`src/rtl/id_ex_stage_reg.sv`:
```
// ID/EX pipeline register for the 5-stage RV32I core.
// Captures the decoded control bundle and operands, detects load-use hazards
// against the instruction currently in EX, and inserts bubbles on a load-use
// hazard or a taken-branch flush. Also keeps a saturating count of inserted bubbles.
module id_ex_stage_reg #(
    parameter int XLEN  = 32,
    parameter int CNT_W = 16
) (
    input  logic             clk,
    input  logic             rst,
    input  logic             ValidD,
    input  logic             RegWriteD,
    input  logic             ALUSrcD,
    input  logic             MemWriteD,
    input  logic             ResultSrcD,
    input  logic             BranchD,
    input  logic [2:0]       ALUControlD,
    input  logic [XLEN-1:0]  RD1D,
    input  logic [XLEN-1:0]  RD2D,
    input  logic [XLEN-1:0]  ImmExtD,
    input  logic [XLEN-1:0]  PCD,
    input  logic [XLEN-1:0]  PCPlus4D,
    input  logic [4:0]       RS1D,
    input  logic [4:0]       RS2D,
    input  logic [4:0]       RdD,
    input  logic             PCSrcE,
    output logic             ValidE,
    output logic             RegWriteE,
    output logic             ALUSrcE,
    output logic             MemWriteE,
    output logic             ResultSrcE,
    output logic             BranchE,
    output logic [2:0]       ALUControlE,
    output logic [XLEN-1:0]  RD1E,
    output logic [XLEN-1:0]  RD2E,
    output logic [XLEN-1:0]  ImmExtE,
    output logic [XLEN-1:0]  PCE,
    output logic [XLEN-1:0]  PCPlus4E,
    output logic [4:0]       RS1E,
    output logic [4:0]       RS2E,
    output logic [4:0]       RdE,
    output logic             StallF,
    output logic             StallD,
    output logic [CNT_W-1:0] BubbleCnt
);

    typedef struct packed {
        logic            valid;
        logic            reg_write;
        logic            alu_src;
        logic            mem_write;
        logic            result_src;
        logic            branch;
        logic [2:0]      alu_control;
        logic [XLEN-1:0] rd1;
        logic [XLEN-1:0] rd2;
        logic [XLEN-1:0] imm_ext;
        logic [XLEN-1:0] pc;
        logic [XLEN-1:0] pc_plus4;
        logic [4:0]      rs1;
        logic [4:0]      rs2;
        logic [4:0]      rd;
    } ex_bundle_t;

    localparam logic [CNT_W-1:0] CNT_ONE = {{(CNT_W-1){1'b0}}, 1'b1};
    localparam logic [CNT_W-1:0] CNT_MAX = {CNT_W{1'b1}};

    ex_bundle_t       ex_d;
    ex_bundle_t       ex_q;
    logic [CNT_W-1:0] bubble_cnt_d;
    logic [CNT_W-1:0] bubble_cnt_q;
    logic             load_use_s;
    logic             insert_bubble_s;

    // Hazard: a valid load in EX whose non-x0 destination feeds either source of the D instruction.
    // RS2 is compared for every format; I-type false positives only cost a bubble.
    always_comb begin
        load_use_s = ex_q.valid & ex_q.reg_write & ex_q.result_src & (ex_q.rd != 5'd0) & ValidD
                     & ((ex_q.rd == RS1D) | (ex_q.rd == RS2D));
        insert_bubble_s = PCSrcE | load_use_s;
    end

    // A taken branch squashes the D instruction, so it overrides the stall; no stall during reset.
    assign StallF = load_use_s & ~PCSrcE & ~rst;
    assign StallD = load_use_s & ~PCSrcE & ~rst;

    // Next EX contents: an all-zero NOP on flush or bubble, otherwise the decoded instruction.
    always_comb begin
        ex_d = '0;
        if (insert_bubble_s) begin
            ex_d = '0;
        end else begin
            ex_d.valid       = ValidD;
            ex_d.reg_write   = RegWriteD;
            ex_d.alu_src     = ALUSrcD;
            ex_d.mem_write   = MemWriteD;
            ex_d.result_src  = ResultSrcD;
            ex_d.branch      = BranchD;
            ex_d.alu_control = ALUControlD;
            ex_d.rd1         = RD1D;
            ex_d.rd2         = RD2D;
            ex_d.imm_ext     = ImmExtD;
            ex_d.pc          = PCD;
            ex_d.pc_plus4    = PCPlus4D;
            ex_d.rs1         = RS1D;
            ex_d.rs2         = RS2D;
            ex_d.rd          = RdD;
        end
    end

    // Bubble counter: one increment per cycle with a flush and/or load-use, holding at all-ones.
    always_comb begin
        bubble_cnt_d = bubble_cnt_q;
        if (insert_bubble_s && (bubble_cnt_q != CNT_MAX)) begin
            bubble_cnt_d = bubble_cnt_q + CNT_ONE;
        end else begin
            bubble_cnt_d = bubble_cnt_q;
        end
    end

    // Pipeline and counter state, cleared immediately by reset.
    always_ff @(posedge clk or posedge rst) begin
        if (rst) begin
            ex_q         <= '0;
            bubble_cnt_q <= '0;
        end else begin
            ex_q         <= ex_d;
            bubble_cnt_q <= bubble_cnt_d;
        end
    end

    assign ValidE      = ex_q.valid;
    assign RegWriteE   = ex_q.reg_write;
    assign ALUSrcE     = ex_q.alu_src;
    assign MemWriteE   = ex_q.mem_write;
    assign ResultSrcE  = ex_q.result_src;
    assign BranchE     = ex_q.branch;
    assign ALUControlE = ex_q.alu_control;
    assign RD1E        = ex_q.rd1;
    assign RD2E        = ex_q.rd2;
    assign ImmExtE     = ex_q.imm_ext;
    assign PCE         = ex_q.pc;
    assign PCPlus4E    = ex_q.pc_plus4;
    assign RS1E        = ex_q.rs1;
    assign RS2E        = ex_q.rs2;
    assign RdE         = ex_q.rd;
    assign BubbleCnt   = bubble_cnt_q;

endmodule

```
`config.mk`:
```
export PLATFORM = sky130hd
export DESIGN_NAME = id_ex_stage_reg
export DESIGN_NICKNAME = d
export VERILOG_FILES = /design/src/rtl/id_ex_stage_reg.sv
export SDC_FILE = /design/constraint.sdc
export NUM_CORES = 1
export LEC_CHECK = 0
export CAP_MARGIN = 15
export CELL_PAD_IN_SITES_DETAIL_PLACEMENT = 1
export CELL_PAD_IN_SITES_GLOBAL_PLACEMENT = 2
export CORE_MARGIN = 8
export CORE_UTILIZATION = 23
export DETAILED_ROUTE_END_ITERATION = 10
export GPL_TIMING_DRIVEN = 1
export PLACE_DENSITY = 0.81
export SYNTH_ARGS = -nofsm -noshare
export SYNTH_HDL_FRONTEND = slang
export SYNTH_SLANG_ARGS = --single-unit
```
`constraint.sdc`:
```
create_clock -name clk -period 9 [get_ports clk]
set_clock_uncertainty 0.15 [all_clocks]
set_input_delay 2.25 -clock clk [delete_from_list [all_inputs] [get_ports clk]]
set_output_delay 2.25 -clock clk [all_outputs]
set_load 0.005 [all_outputs]
```
==> results.txt <==
Nets: 1061
Starting Density: 23.3%
initial antenna violation count: 6
M1 GR Usage: 14.6%
1st-iter DRT viols: 176
fraction of registers with async set/reset: 100%
leakage power: 0.00505 uW
PnR Total Power: 2120 uW
Critical Path Fanout Max: 2
vias in the first global route: 5594
routing usage on met3: 6.55%
minimum clock period: 6600 ps
VDD IR-drop max: 105 uV
post-synthesis net count: 673
Routed Antenna Nets: 0
Hold Vio Cnt, Final: 0
Avg Synthesized Cell Area: 14.2 um2
Remaining DRCs: 0
Worst Path Required: 6600 ps
H-Tree Level Count: 4
Port Buffers: 388
endpoints failing setup: 0
max cap viols: 0
Crit Path Class: input pin to output port
Tcrit/Tclk final: 73.3%
grt peak-use layer: met2
Pwr Density: 180 mW/mm2
status: finished, final reports clean
final std cells w/o fill: 1278
core area: 0.0296 mm2
placed cell count: 1244
#FFs+latches synth: 200
Post-Syn Area: 0.00688 mm2
CTS Sinks: 200
gpl congestion: 0.754
Worst setup SP type: input pin
arrival time at the worst endpoint: 4200 ps
Reg clk slew, reported paths: 80 ps
TNS Setup: 0 ps
Clock Tree Buf Depth: 2
share of layout cells above drive strength 1: 5.98%
hold crit path type: register to register
Worst Hold Slack: 350 ps
CTS Buf Count: 17
post_cts resized: 0
root buf cell: clkbuf_16
Die ar.: 0.0357 mm2
Worst Tran Pin Value: 1010 ps
largest net degree at the start of global routing: 122
RSZ-0062 raised after global routing: false
vias: 5012
Syn Inst Count: 485
number of synthesized flops with an enable pin: 0
die height: 189 um
Worst-Skew Late Latency: 430 ps
most used flip-flop cell after synthesis: dfrtp_1
DRT Pass-1 Iters: 4
total gr overflow: 0
sequential area share after synthesis: 72.7%
hpwl dp: 18600 um
Setup crit end kind: output port
met2 Usage GRT: 22.5%
Rel. slew slack: 32.5%
achievable frequency: 152 MHz
first-pass GRT wire length: 36400 um
GRT Util Overall: 13.3%
boundary pin count: 389
Ys Warns: 0
Cell Rows: 63
Die W: 189 um
via/cell ratio: 3.92
synth unique cells: 31
Synth-to-Final Area Change: 71.0%
Post-CTS Setup Bufs: 0
Max Slew Vio Count: 0
Post-Route WL: 24100 um
Routed WL per cell: 18.8 um
CTS tree: yes
quantity of hold-fixing buffers added after cts: 0
synthesized netlist by cell type, drive strengths merged, types with 2 or more instances:
library cell	count	area, um2
buf	23	139
dfrtp	200	5000
and3	2	17.5
mux2	3	33.8
and2	184	1150
nand2	11	41.3
nand3	6	35.0
a21oi	2	10.0
nor4	3	37.5
nor3	8	60.1
xor2	11	96.3
nor4b	2	30.0
xnor2	11	96.3
nor2	6	38.8
nand4	4	25.0
cell families after synthesis:
family / synth area share, %
buffers and inverters: 2.07
DFF: 72.7
xor gates and xnor gates: 2.80
and+or+nand+nor: 21.3
AOI/OAI and AO/OA: 0.418
adders and majority gates: 0.182
muxes: 0.491
final timing paths:
check	start	endpoint	slack (ps)	cells after the start
worst max-delay path	RS2D[4]	StallD	2400	7
worst min-delay path	BubbleCnt[5]	BubbleCnt[5]	350	1
worst max register to register	RdE[1]	RD1E[9]	6510	7
worst min register to register	BubbleCnt[5]	BubbleCnt[5]	350	1
max in group asynchronous	rst	ImmExtE[1]	4800	3
min in group asynchronous	rst	RdE[1]	2300	2
flip-flops by register name, summed over array words and instances (netlist names):
name         cells
RS2E             5
RegWriteE        1
BubbleCnt       16
RD1E            32
RdE              5
MemWriteE        1
PCPlus4E        32
ALUControlE      3
ResultSrcE       1
RD2E            32
ImmExtE         32
PCE             32
RS1E             5
BranchE          1
ValidE           1
ALUSrcE          1
critical path, stage by stage:
cell and delay [ps]:
clkdlybuf4s50_1 490, xnor2_1 130, nand3_1 100, o22ai_1 340, nand2_1 110, nor3_1 220, clkdlybuf4s50_1 560
cells in the final DEF, fill, tap and decap left out, types with 2 or more instances in the layout:
cell	n
clkdlybuf4s50_1	388
dfrtp_1	200
and2_1	184
clkbuf_16	17
xnor2_1	11
nand2_1	11
xor2_1	11
nand3_1	5
nor2_1	5
inv_8	5
clkinv_8	5
nor3_1	4
nand4_1	4
nor3_2	4
buf_4	4
nor4_2	3
diode_2	2
nor4b_2	2
mux2_2	2
clkinv_2	2
stage by stage:
step,setup WS [ps],area [um2],util (%)
3_5_place_dp,2400,11200,37.8
4_1_cts,2400,11800,39.8
6_report,2400,11800,39.8
2_1_floorplan,1150,6880,-
5_1_grt,2340,11800,39.8
3_3_place_gp,2480,11200,37.8
layout make-up:
cell class                 count  area [um2]
multi-input combinational    261        1750
antenna                        2        5.00
timing repair buffer         392        3910
tap                          390         488
inverter                       1        11.3
clock buffer                  17         425
fill                        3157       17800
sequential                   200        5000
clock inverter                15         178
routing by layer:
metal	share of wire, %	vias up
li1	-	2278
met1	38	2459
met2	49	240
met3	10	27
met4	1.7	8
met5	0.22	-
power breakdown:
group	switching (uW)	internal, uW
combinational	118	219
sequential	39.9	961
clock	401	378
Note: power is estimated with default switching activity, not from simulation.
